<file path="src/rtl/game_state_tracker.sv">
// game_state_tracker: game FSM plus vaccine mask, BCD score, lives and
// corona-hit holdoff bookkeeping, driven by qualified collision pulses.
module game_state_tracker #(
   parameter logic [0:9]  INIT_VACCINES  = 10'b1111111111,
   parameter int unsigned START_LIVES    = 3,
   parameter int unsigned HOLDOFF_FRAMES = 30,
   // score loaded on reset and game start; 8'h00 for normal play, other
   // values let the saturation path be reached without 100 vaccines
   parameter logic [7:0]  SCORE_PRELOAD  = 8'h00
) (
   input  logic       clk,
   input  logic       reset,
   input  logic       startOfFrame,
   input  logic       start_game,
   input  logic       SingleHitPulse,
   input  logic [3:0] collision_clamp_vaccine,
   input  logic [3:0] collision_clamp_corona,
   input  logic       upCounter,
   input  logic       downCounter,
   output logic [0:9] current_vaccines,
   output logic [7:0] score,
   output logic [1:0] lives,
   output logic [1:0] game_state,
   output logic       invulnerable
);

   typedef enum logic [1:0] {
      IDLE = 2'b00,
      PLAY = 2'b01,
      WIN  = 2'b10,
      LOSE = 2'b11
   } state_t;

   localparam logic [1:0] LIVES_INIT = 2'(START_LIVES);
   localparam logic [5:0] HOLD_INIT  = 6'(HOLDOFF_FRAMES);

   state_t     state_q, state_d;
   logic [0:9] vacc_q, vacc_d;
   logic [7:0] score_q, score_d;
   logic [1:0] lives_q, lives_d;
   logic [5:0] holdoff_q, holdoff_d;
   logic       inv_q, inv_d;

   logic [0:9] v_sel;
   logic [7:0] score_inc;
   logic       v_hit, c_hit;

   // one-hot decode of the vaccine clamp; 10..15 decode to no bit at all
   always_comb begin
      v_sel = '0;
      for (int i = 0; i < 10; i++) begin
         if (collision_clamp_vaccine == 4'(i)) v_sel[i] = 1'b1;
      end
   end

   // BCD increment with saturation at 99
   always_comb begin
      if (score_q == 8'h99)
         score_inc = score_q;
      else if (score_q[3:0] == 4'd9)
         score_inc = {score_q[7:4] + 4'd1, 4'd0};
      else
         score_inc = {score_q[7:4], score_q[3:0] + 4'd1};
   end

   // hit qualification: vaccine must still be active, corona needs no holdoff
   always_comb begin
      v_hit = SingleHitPulse && upCounter && (|(v_sel & vacc_q));
      c_hit = SingleHitPulse && downCounter && (collision_clamp_corona < 4'd10)
              && !inv_q && (lives_q != 2'd0);
   end

   // next-state: FSM transitions, hit application and holdoff countdown
   always_comb begin
      state_d   = state_q;
      vacc_d    = vacc_q;
      score_d   = score_q;
      lives_d   = lives_q;
      holdoff_d = holdoff_q;
      // holdoff keeps counting in every state; a corona load below overrides
      if (startOfFrame && (holdoff_q != 6'd0)) holdoff_d = holdoff_q - 6'd1;
      case (state_q)
         PLAY: begin
            // end-of-game decisions look at the already-updated registers
            if (lives_q == 2'd0)
               state_d = LOSE;
            else if (vacc_q == '0)
               state_d = WIN;
            if (v_hit) begin
               vacc_d  = vacc_q & ~v_sel;
               score_d = score_inc;
            end
            if (c_hit) begin
               lives_d   = lives_q - 2'd1;
               holdoff_d = HOLD_INIT;
            end
         end
         default: begin
            if (start_game) begin
               state_d   = PLAY;
               vacc_d    = INIT_VACCINES;
               score_d   = SCORE_PRELOAD;
               lives_d   = LIVES_INIT;
               holdoff_d = 6'd0;
            end
         end
      endcase
      inv_d = (holdoff_d != 6'd0);
   end

   // FSM state register
   always_ff @(posedge clk or posedge reset) begin
      if (reset) state_q <= IDLE;
      else       state_q <= state_d;
   end

   // game datapath registers
   always_ff @(posedge clk or posedge reset) begin
      if (reset) begin
         vacc_q    <= INIT_VACCINES;
         score_q   <= SCORE_PRELOAD;
         lives_q   <= LIVES_INIT;
         holdoff_q <= 6'd0;
         inv_q     <= 1'b0;
      end else begin
         vacc_q    <= vacc_d;
         score_q   <= score_d;
         lives_q   <= lives_d;
         holdoff_q <= holdoff_d;
         inv_q     <= inv_d;
      end
   end

   assign current_vaccines = vacc_q;
   assign score            = score_q;
   assign lives            = lives_q;
   assign game_state       = state_q;
   assign invulnerable     = inv_q;

endmodule

</file>
<file path="config.mk">
export PLATFORM = sky130hd
export DESIGN_NAME = game_state_tracker
export DESIGN_NICKNAME = d
export VERILOG_FILES = /design/src/rtl/game_state_tracker.sv
export SDC_FILE = /design/constraint.sdc
export NUM_CORES = 1
export LEC_CHECK = 0
export ABC_CLOCK_PERIOD_IN_PS = 6150
export CORE_MARGIN = 3
export CORE_UTILIZATION = 57
export CTS_BUF_LIST = sky130_fd_sc_hd__clkbuf_8
export DETAILED_ROUTE_END_ITERATION = 8
export PLACE_DENSITY = 0.88
export SETUP_SLACK_MARGIN = 0.3
export SLEW_MARGIN = 5
export SYNTH_ARGS = -nofsm -noshare
export SYNTH_HDL_FRONTEND = slang
export SYNTH_SLANG_ARGS = --single-unit
</file>
<file path="constraint.sdc">
create_clock -name clk -period 6.15 [get_ports clk]
set_input_delay 1.5375 -clock clk [delete_from_list [all_inputs] [get_ports clk]]
set_output_delay 1.5375 -clock clk [all_outputs]
set_load 0.005 [all_outputs]
</file>
# Word level (Yosys, flattened, before mapping)
# Cells that the tools add are included.
[classes]
n_addsub = 4
n_lt_le_gt_ge = 1
n_eq_ne = 17
n_mux = 29
bitwise_logic = 3
reduce_logical = 21
[op_table]
columns = ["cell", "count"]
rows = [
  ["8-bit two-way mux", 5],
  ["10-bit two-way mux", 3],
  ["6-bit two-way mux", 4],
  ["10-bit AND", 2],
  ["4-bit by 3-bit equality test with 1-bit output, second input constant", 4],
  ["2-bit two-way mux", 7],
  ["4-bit equality test, second input constant", 3],
  ["6-bit nonzero test", 2],
  ["10-bit zero test", 1],
  ["1-bit two-way mux", 10],
  ["10-bit NOT", 1],
  ["10-bit OR reduction", 1],
  ["4-bit by 1-bit adder with 4-bit output, second input constant", 2],
  ["4-bit by 2-bit equality test with 1-bit output, second input constant", 2],
  ["8-bit equality test, second input constant", 1],
  ["2-bit inequality test, second input constant", 4],
  ["1-bit logical AND", 7],
  ["2-bit AND reduction", 3],
  ["6-bit by 1-bit subtractor with 6-bit output, second input constant", 1],
  ["4-bit by 1-bit equality test with 1-bit output, second input constant", 1],
  ["4-bit zero test", 1],
  ["4-bit less-than comparator, second input constant", 1],
  ["4-bit AND reduction", 1],
  ["2-bit nonzero test", 2],
  ["other kinds (6)", 6],
]
[word_totals]
register_bits = 29
in_bits = 15
output_inout_bits = 23
wordCells = 82

# Depth between registers and ports, before layout
# Gate-level depths: netlist of run 1.
[depth]
depth_word = 7
ltp_mapped = 7
ltp_nobuf = 7

# Worst setup path after synthesis of run 1
# OpenSTA, ideal clock, no wires.
[synth_path]
path_type = "input -> register"
from = "input port startOfFrame"
to = "register inv_q (netlist: invulnerable)"
setup_ns = 0.139
arrival_time_ns = 3.019
path_slack_ns = 2.992
stages = 5
path_cell_list = "or4b_2 > nor4_1 > xnor2_1 > nor2_1 > or4_1"
[synth_between]
elab_chain_len = 5
[synth_rtl]
columns = ["item", "line_no", "rtl"]
rows = [
  ["from (decl)", "13", "input logic startOfFrame,"],
  ["1-bit logical AND *", "81", "if (startOfFrame && (holdoff_q != 6'd0)) holdoff_d = holdoff_q - 6'd1;"],
  ["6-bit two-way mux *", "81", ""],
  ["6-bit two-way mux (on tied branches)", "99, 93", ""],
  ["6-bit two-way mux *", "82", "case (state_q)"],
  ["via holdoff_d[5]", "41", "logic [5:0] holdoff_q, holdoff_d;"],
  ["6-bit nonzero test *", "108", "inv_d = (holdoff_d != 6'd0);"],
  ["via inv_d", "42", "logic inv_q, inv_d;"],
  ["to (signal assigned)", "130", "inv_q <= inv_d;"],
  ["to (decl)", "42", ""],
]
# Mark *: on every way through the listed nets, which the timed path passes. The rest lies on a longest branch.
# A chain may end at the register's enable or synchronous reset.

# Worst setup path in the final report of run 1
[layout_path]
from = "input port collision_clamp_vaccine[3]"
to = "register score_q[1] (netlist: score[1])"
[layout_between]
elab_chain_len = 7
[layout_rtl]
columns = ["item", "line_no", "rtl"]
rows = [
  ["from (decl)", "16", "input logic [3:0] collision_clamp_vaccine,"],
  ["4-bit equality test, or another cell as far along", "52", "if (collision_clamp_vaccine == 4'(i)) v_sel[i] = 1'b1;"],
  ["1-bit two-way mux", "52", ""],
  ["10-bit AND *", "68", "v_hit = SingleHitPulse && upCounter && (|(v_sel & vacc_q));"],
  ["10-bit OR reduction *", "68", ""],
  ["1-bit logical AND *", "68", ""],
  ["2-bit inequality test (no line) *", "-", ""],
  ["3-bit AND reduction (no line) *", "-", ""],
  ["to (signal assigned)", "127", "score_q <= score_d;"],
  ["to (decl)", "39", "logic [7:0] score_q, score_d;"],
]
# Every way passes the cells marked *; elsewhere a longest branch is shown, timed or not.

==> impl_metrics.py, run 1 <==
metrics = {
    "outcome": {
        "outcome": "complete, no violations",
    },
    "global_routing": {
        "grt_pass1_wl_um": 6890,
        "grt-ovfl-total": 0,
        "grt_pass1_vias": 1626,
        "grt.total_usage_pct": 24.6,
        "grt_max_degree": 30,
        "antenna_found_initial": 0,
    },
    "cells_and_area": {
        "nets": 243,
        "n_antenna_cell": 0,
        "syn2layout_area_growth_pct": 24.5,
        "drive_gt1_share_pct": 12.6,
        "multiInputGateArea_um2": 937,
        "ff_latch_area_um2": 741,
        "fillerInstances": 205,
    },
    "synth": {
        "syn_area_um2": 1790,
        "synth.avg_cell_area_um2": 9.51,
        "ys.flop_type": "dfrtp_1",
        "synth_seq_cells": 29,
        "yosysTopAreaCellShare_pct": 23.8,
        "synth_area_leader_cell": "dfrtp_1",
        "synth-warning-count": 0,
        "synth_common_cells": "dfrtp_1, nand2_1, inv_1, nor2_1, dfstp_2",
        "syn_nets": 210,
        "synthArstFlopShare_pct": 100,
        "synthCells": 188,
        "yosysSeqAreaShare_pct": 41.4,
        "synth_edf_count": 0,
        "yosysUniqueCellTypes": 58,
        "yosys-top-cells-area": "dfrtp_1, dfstp_2, ha_1, nand2_1, inv_1",
    },
    "worst_setup_path": {
        "critPathKind": "in2reg",
        "cp_max_fo": 11,
        "worstSetupEndpointType": "flop",
        "setup.worst_path.start_class": "input port",
        "required_ps": 6340,
        "cp.arrival_ps": 4270,
    },
    "power": {
        "intPower_uw": 420,
        "p_clk_share_pct": 23.1,
        "switching_share_pct": 36.3,
        "pwr-share-comb_pct": 37.3,
        "vdd_drop_max_mv": 0.160,
        "powerDensity_nw_per_um2": 296,
        "seq_power_share_pct": 39.6,
        "p_switching_uw": 240,
        "leakagePower_uw": 0.000933,
    },
    "sta": {
        "drv_slew": 0,
        "hold_viol": 0,
        "finalClockSkew_ps": 11.1,
        "max_slew_margin_pct": 22.6,
        "worstMarginPinSlew_ps": 1160,
        "clock.fmax_mhz": 245,
        "period_share_pct": 66.3,
        "fin_setup_tns_ps": 0,
        "whs_ps": 495,
        "setup_violations": 0,
        "fin_crit_ps": 4070,
        "grt_setup_unrepaired": "no",
    },
    "drt": {
        "firstDrtPassIters": 4,
        "dr.first_iter.drc_count": 56,
        "avgViaCountPerCell": 5.97,
        "totalWireLength_um": 4250,
        "drc": 0,
        "vias": 1575,
        "drt-wirelength-per-cell_um": 16.1,
        "antenna_left": 0,
    },
    "clock_tree": {
        "clk-insertion-delay-late_ps": 290,
        "cts_tree": "done",
        "hold_buffers": 0,
        "cts_sinks": 29,
        "cts.htree.levels": 2,
        "cts_buffer_depth": 2,
        "cts_setup_buffers": 0,
        "numCtsBuffers": 5,
        "cts-root-buf": "clkbuf_8",
        "cts_resized": 0,
        "clk_pin_slew_worst_paths_ps": 60,
    },
    "placement": {
        "place.gp.congestion": 0.853,
        "portBuffers": 36,
        "place_hpwl_um": 3120,
    },
    "hold_path": {
        "worstHoldPathType": "reg2reg",
    },
    "floorplan": {
        "rows": 19,
        "die_area_um2": 3840,
        "dieHeight_um": 62.0,
        "initial_utilization_pct": 62.2,
        "dieWidth_um": 62.0,
        "core_um2": 2880,
        "pin_count": 38,
    },
    "flow_run": {
        "cap_violations": 0,
    },
}
[cells by family (layout without fill, tap and decap cells)]
family	count (synthesis)	after routing	share of synthesized area, %
muxes	5	5	2.87
AOI/OAI and AO/OA	42	42	17.1
and+or+nand+nor	80	80	26.5
xor gates and xnor gates	2	2	0.980
buffers and inverters	23	57	6.16
adders and majority gates	7	7	4.90
DFF	29	29	41.4
[per-layer routing]
layer | wire (um) | global-route usage, % | vias up
li1 | - | - | 760
met1 | 1770 | 26.8 | 765
met2 | 2200 | 43.3 | 38
met3 | 185 | 7.23 | 12
met4 | 102 | 11.8 | 0
met5 | 0 | 0 | -
[flip-flops by register name, summed over array words and instances (netlist names)]
register / flops
current_vaccines: 10
score: 8
holdoff_q: 6
game_state: 2
lives: 2
invulnerable: 1
[stage by stage]
stage / util (%) / cells / cell area (um^2) / setup slack, ps / power (uW)
floorplan: - / 188 / 1790 / 2990 / 427
global placement: 74.4 / 256 / 2140 / 1930 / 492
detailed placement: 74.4 / 256 / 2140 / 1880 / 508
CTS: 77.4 / 264 / 2230 / 2120 / 663
global route: 77.4 / 264 / 2230 / 1810 / 704
finish: 77.4 / 264 / 2230 / 2080 / 659
[cell type report]
type	instances	share of cell area, %
multi-input combinational	136	42.1
sequential	29	33.3
timing repair buffer	36	16.2
clock buffer	5	3.09
tap	42	2.36
inverter	13	2.19
clock inverter	3	0.787
[power groups by stage]
stage | registers (uW) | clock network, uW | logic [uW]
floorplan | 258 | 0 | 168
CTS | 261 | 156 | 246
global route | 265 | 163 | 276
finish | 261 | 153 | 246
global placement | 260 | 0 | 231
detailed placement | 264 | 0 | 244
[worst max-delay path, stage by stage]
cell,delay (ps)
clkdlybuf4s50_1,670
and4bb_2,280
o31a_1,300
a2111oi_2,1030
o21ai_1,230
o211ai_1,220
[path summary, 6_finish.rpt]
check,startpoint,end,slack (ps),cells past startpoint
min,current_vaccines[1],current_vaccines[1],490,2
max in group asynchronous,reset,score[7],3690,2
min reg2reg,current_vaccines[1],current_vaccines[1],490,2
max,collision_clamp_vaccine[3],score[1],2080,6
min in group asynchronous,reset,game_state[0],1820,2
max reg2reg,current_vaccines[5],score[1],3680,5
[placed cells by master (no fill, tap or decap), types with 4 or more instances in the layout]
cell and instances:
a21o_1 4, a21oi_1 9, clkbuf_8 5, clkdlybuf4s50_1 36, dfrtp_1 17, dfstp_2 12
ha_1 7, inv_1 13, mux2i_1 4, nand2_1 17, nand2b_1 4, nand3_1 5
nand3b_1 6, nand4_1 4, nor2_1 13, nor3_1 4, o41ai_1 4
(Power assumes the default switching activity.)
==> run 2: changes to the inputs <==
--- a/config.mk
+++ b/config.mk
@@ -5,12 +5,12 @@
 export SDC_FILE = /design/constraint.sdc
 export NUM_CORES = 1
 export LEC_CHECK = 0
-export ABC_CLOCK_PERIOD_IN_PS = 6150
+export ABC_CLOCK_PERIOD_IN_PS = 3260
 export CORE_MARGIN = 3
-export CORE_UTILIZATION = 57
+export CORE_UTILIZATION = 47
 export CTS_BUF_LIST = sky130_fd_sc_hd__clkbuf_8
 export DETAILED_ROUTE_END_ITERATION = 8
-export PLACE_DENSITY = 0.88
+export PLACE_DENSITY = 0.78
 export SETUP_SLACK_MARGIN = 0.3
 export SLEW_MARGIN = 5
 export SYNTH_ARGS = -nofsm -noshare
==> constraint.sdc (replaced) <==
create_clock -name clk -period 3.26 [get_ports clk]
set_input_delay 0.815 -clock clk [delete_from_list [all_inputs] [get_ports clk]]
set_output_delay 0.815 -clock clk [all_outputs]
set_load 0.005 [all_outputs]
==> impl_metrics.py, run 2 (synthesized netlist as in run 1, its figures left out) <==
metrics = {
    "floorplan": {
        "rows": 21,
        "core_um2": 3490,
        "initial_utilization_pct": 51.2,
        "die_area_um2": 4580,
        "dieWidth_um": 67.7,
        "pin_count": 38,
        "dieHeight_um": 67.7,
    },
    "cells_and_area": {
        "syn2layout_area_growth_pct": 27.5,
        "n_antenna_cell": 0,
        "fin_area_um2": 2280,
        "utilization_pct": 65.2,
        "layout_commonest_cell": "clkdlybuf4s50_1",
        "final_cells": 274,
        "nets": 249,
        "largest_register_ffs": 10,
        "drive_gt1_share_pct": 14.0,
        "layout_common_cells": "clkdlybuf4s50_1, nand2_1, dfrtp_1",
    },
    "drt": {
        "drc": 0,
        "antenna_left": 0,
        "avgViaCountPerCell": 5.80,
        "drt-wirelength-per-cell_um": 16.0,
        "firstDrtPassIters": 4,
        "dr.first_iter.drc_count": 73,
        "vias": 1590,
        "totalWireLength_um": 4380,
    },
    "global_routing": {
        "grt.total_usage_pct": 22.1,
        "grt-ovfl-total": 0,
        "grt_max_degree": 25,
        "grt_pass1_vias": 1600,
        "grt_pass1_wl_um": 7450,
        "antenna_found_initial": 0,
    },
    "clock_tree": {
        "cts.htree.levels": 2,
        "cts_tree": "done",
        "cts_buffer_depth": 2,
        "clk-insertion-delay-late_ps": 280,
        "clk_pin_slew_worst_paths_ps": 60,
        "numCtsBuffers": 5,
        "cts_setup_buffers": 0,
        "cts-root-buf": "clkbuf_8",
        "cts_resized": 0,
        "cts_sinks": 29,
        "hold_buffers": 0,
    },
    "placement": {
        "post-place-cells": 266,
        "placedInstanceArea_um2": 2190,
        "portBuffers": 36,
        "place_hpwl_um": 3350,
        "place.gp.congestion": 0.882,
    },
    "worst_setup_path": {
        "required_ps": 3410,
        "cp_max_fo": 3,
        "worstSetupEndpointType": "flop",
        "setup.worst_path.start_class": "input port",
        "critPathKind": "in2reg",
        "cp.arrival_ps": 2910,
    },
    "sta": {
        "finalClockSkew_ps": 8.25,
        "max_slew_margin_pct": 40.0,
        "hold_viol": 0,
        "fin_crit_ps": 2760,
        "setup_violations": 0,
        "clock.fmax_mhz": 362,
        "fin_setup_tns_ps": 0,
        "period_share_pct": 84.7,
        "drv_slew": 0,
        "grt_setup_unrepaired": "no",
        "worstMarginPinSlew_ps": 899,
    },
    "outcome": {
        "outcome": "complete, no violations",
    },
    "hold_path": {
        "worstHoldPathType": "reg2reg",
    },
    "power": {
        "total_power_uw": 1270,
        "powerDensity_nw_per_um2": 558,
        "leakagePower_uw": 0.000971,
        "vdd_drop_max_mv": 0.310,
    },
    "flow_run": {
        "cap_violations": 0,
    },
}
==> run 2: cell count changes in the layout (fill, tap and decap cells not counted) <==
cell,previous run,this run
buf_4,0,6
clkbuf_8,5,6
clkinv_2,2,0
clkinvlp_4,1,0
inv_1,13,15
==> run 2: worst paths after layout <==
kind | startpoint | endpoint | slack (ps) | cells after the start
worst max-delay path | startOfFrame | invulnerable | 500 | 6
worst min register to register | current_vaccines[1] | current_vaccines[1] | 490 | 2
worst max register to register | holdoff_q[2] | invulnerable | 1050 | 5
max in group asynchronous | reset | current_vaccines[3] | 1510 | 3
worst min-delay path | current_vaccines[1] | current_vaccines[1] | 490 | 2
min in group asynchronous | reset | invulnerable | 1030 | 2
==> run 2: critical path: stages <==
cell             delay, ps
clkdlybuf4s50_1        490
or4b_2                 640
nor4_1                 250
xnor2_1                170
nor2_1                  60
or4_1                  480
==> run 2: per-layer routing <==
metal	vias up	GRT usage (%)	share of wire, %	wire length (um)
met2	49	35.5	50	2200
met3	8	6.82	5.3	231
li1	769	-	-	-
met5	-	0	0	0
met1	764	27.1	43	1870
met4	0	9.37	1.6	71
==> run 2: cell type report <==
class	instances	area (um^2)
Clock inverter	2	7.51
Inverter	13	48.8
Multi-Input combinational cell	136	937
Sequential cell	29	741
Timing Repair Buffer	42	405
Clock buffer	6	82.6
Tap cell	46	57.6
Fill cell	280	1210
==> run 2: report_power, final <==
| group | internal, uW | switching (uW) |
|---|---|---|
| logic | 226 | 253 |
| registers | 429 | 63.7 |
| clock network | 165 | 133 |
| total | 821 | 450 |
==> run 2: per-stage QoR <==
stage / setup slack [ps] / hold slack, ps
3_3_place_gp: 246 / 483
2_1_floorplan: 825 / 467
3_5_place_dp: 200 / 487
5_1_grt: 392 / 512
4_1_cts: 494 / 497
6_report: 498 / 493
==> run 3: changes to the inputs <==
--- a/config.mk
+++ b/config.mk
@@ -5,7 +5,7 @@
 export SDC_FILE = /design/constraint.sdc
 export NUM_CORES = 1
 export LEC_CHECK = 0
-export ABC_CLOCK_PERIOD_IN_PS = 3260
+export ABC_CLOCK_PERIOD_IN_PS = 2400
 export CORE_MARGIN = 3
 export CORE_UTILIZATION = 47
 export CTS_BUF_LIST = sky130_fd_sc_hd__clkbuf_8
==> constraint.sdc (replaced) <==
create_clock -name clk -period 2.4 [get_ports clk]
set_input_delay 0.6 -clock clk [delete_from_list [all_inputs] [get_ports clk]]
set_output_delay 0.6 -clock clk [all_outputs]
set_load 0.005 [all_outputs]
==> impl_metrics.py, run 3 (synthesized netlist as in run 1, its figures left out) <==
metrics = {
    "outcome": {
        "outcome": "complete, no violations",
    },
    "placement": {
        "portBuffers": 36,
        "place_hpwl_um": 3420,
        "place.gp.congestion": 0.847,
        "post-place-cells": 277,
        "dpl_worst_slack_ps": -357,
    },
    "power": {
        "switching_share_pct": 36.9,
        "p_clk_share_pct": 19.5,
        "vdd_drop_max_mv": 0.379,
        "powerDensity_nw_per_um2": 758,
        "pwr-share-comb_pct": 44.0,
        "total_power_uw": 1900,
        "p_switching_uw": 701,
        "seq_power_share_pct": 36.6,
        "intPower_uw": 1200,
        "leakagePower_uw": 0.00110,
    },
    "floorplan": {
        "initial_utilization_pct": 51.2,
        "pin_count": 38,
        "dieHeight_um": 67.7,
        "die_area_um2": 4580,
        "rows": 21,
        "core_um2": 3490,
        "dieWidth_um": 67.7,
    },
    "sta": {
        "period_share_pct": 85.6,
        "grt_setup_unrepaired": "no",
        "fin_crit_ps": 2050,
        "setup_violations": 0,
        "worstMarginPinSlew_ps": 356,
        "max_slew_margin_pct": 76.0,
        "hold_viol": 0,
        "finalClockSkew_ps": 10.4,
        "drv_slew": 0,
        "setup_ws_ps": 345,
        "clock.fmax_mhz": 487,
    },
    "drt": {
        "dr.first_iter.drc_count": 122,
        "drc": 0,
        "firstDrtPassIters": 4,
        "avgViaCountPerCell": 5.94,
        "totalWireLength_um": 4970,
        "vias": 1745,
        "antenna_left": 0,
        "drt-wirelength-per-cell_um": 16.9,
    },
    "cells_and_area": {
        "nets": 269,
        "syn2layout_area_growth_pct": 40.3,
        "layout_commonest_cell": "clkdlybuf4s50_1",
        "drive_gt1_share_pct": 28.2,
        "largest_register_ffs": 10,
        "utilization_pct": 71.8,
        "layout_common_cells": "clkdlybuf4s50_1, buf_4, nand2_1, dfrtp_1, inv_1",
        "n_antenna_cell": 0,
        "final_cells": 294,
    },
    "flow_run": {
        "cap_violations": 0,
    },
    "hold_path": {
        "worstHoldPathType": "reg2reg",
    },
    "worst_setup_path": {
        "critPathMaxStageDelay_ps": 490,
        "required_ps": 2550,
        "endpoint": "invulnerable",
        "r2r_cells": 7,
        "cp-startpoint": "startOfFrame",
        "crit_chain": "dlygate4sd2_1, or4b_4, nor4_4, xnor2_1, nor2_1, or4_1",
        "worstSetupEndpointType": "flop",
        "cp.arrival_ps": 2200,
        "critPathKind": "in2reg",
        "worstReg2RegEnd": "invulnerable",
        "cp_max_fo": 3,
        "r2r_start": "holdoff_q[0]",
        "setup.worst_path.start_class": "input port",
        "critPathSlowestCell": "or4b_4",
        "reg2reg_slack_ps": 400,
    },
    "clock_tree": {
        "cts_sinks": 29,
        "cts-root-buf": "clkbuf_8",
        "clk-insertion-delay-late_ps": 280,
        "cts_buffer_depth": 2,
        "cts.htree.levels": 2,
        "cts_tree": "done",
        "numCtsBuffers": 5,
        "hold_buffers": 0,
        "clk_pin_slew_worst_paths_ps": 50,
    },
    "global_routing": {
        "grt.total_usage_pct": 23.2,
        "antenna_found_initial": 0,
        "grt_max_degree": 30,
        "grt-ovfl-total": 0,
        "grt_pass1_wl_um": 7960,
        "grt_pass1_vias": 1685,
    },
}
-- run 3: cell count changes in the layout (fill, tap and decap cells not counted), sizes merged --
cell	before	now
clkbuf	6	7
clkdlybuf4s50	36	31
inv	15	16
buf	6	27
dlygate4sd2	0	2
-- run 3: metrics by stage --
step | hold WS (ps) | TNS [ps] | area, um^2
4_1_cts | 495 | 0 | 2410
2_1_floorplan | 467 | 0 | 1790
3_5_place_dp | 485 | -3420 | 2280
6_report | 481 | 0 | 2510
3_3_place_gp | 485 | -2130 | 2280
5_1_grt | 517 | 0 | 2510
-- run 3: power by group through the flow --
stage               sequential [uW]  clock [uW]  combinational (uW)
floorplan                       664           0                 437
global placement                673           0                 671
detailed placement              683           0                 705
CTS                             681         379                 743
global route                    709         400                 910
finish                          696         370                 836
-- run 3: worst min path at each step --
stage          slack (ps)                 from                  end  depth (start not counted)
2_1_floorplan         470  current_vaccines[7]  current_vaccines[7]                          2
3_3_place_gp          490  current_vaccines[1]  current_vaccines[1]                          2
3_5_place_dp          480  current_vaccines[6]  current_vaccines[6]                          2
4_1_cts               490  current_vaccines[6]  current_vaccines[6]                          2
5_1_grt               520  current_vaccines[2]  current_vaccines[2]                          2
6_report              480  current_vaccines[6]  current_vaccines[6]                          2
-- run 3: worst max-delay path: cells and delay by family --
kind / cells / cell delay [ps]
AND/OR/NAND/NOR: 4 / 1200
XOR/XNOR: 1 / 160
buffers and inverters: 1 / 230
-- run 3: area by class of cell --
cell class | count | area [um^2]
multi-input combinational | 136 | 1040
fill | 264 | 986
sequential | 29 | 741
timing repair buffer | 62 | 546
clock buffer | 5 | 68.8
tap | 46 | 57.6
inverter | 13 | 48.8
clock inverter | 3 | 11.3
-- run 3: per-layer routing --
metal	part of all wire, %	wire, um	GRT usage [%]
met5	0	0	0
met4	2.1	104	6.33
met3	5.2	258	5.66
met2	51	2530	40.7
met1	42	2070	28.2
-- run 3: what timing repair did --
item,4_1_cts,5_1_grt
setup buffers,3,6
gates resized for setup,14,19
gates cloned,0,0
endpoints found under the setup margin,19,17
pin swaps,5,10
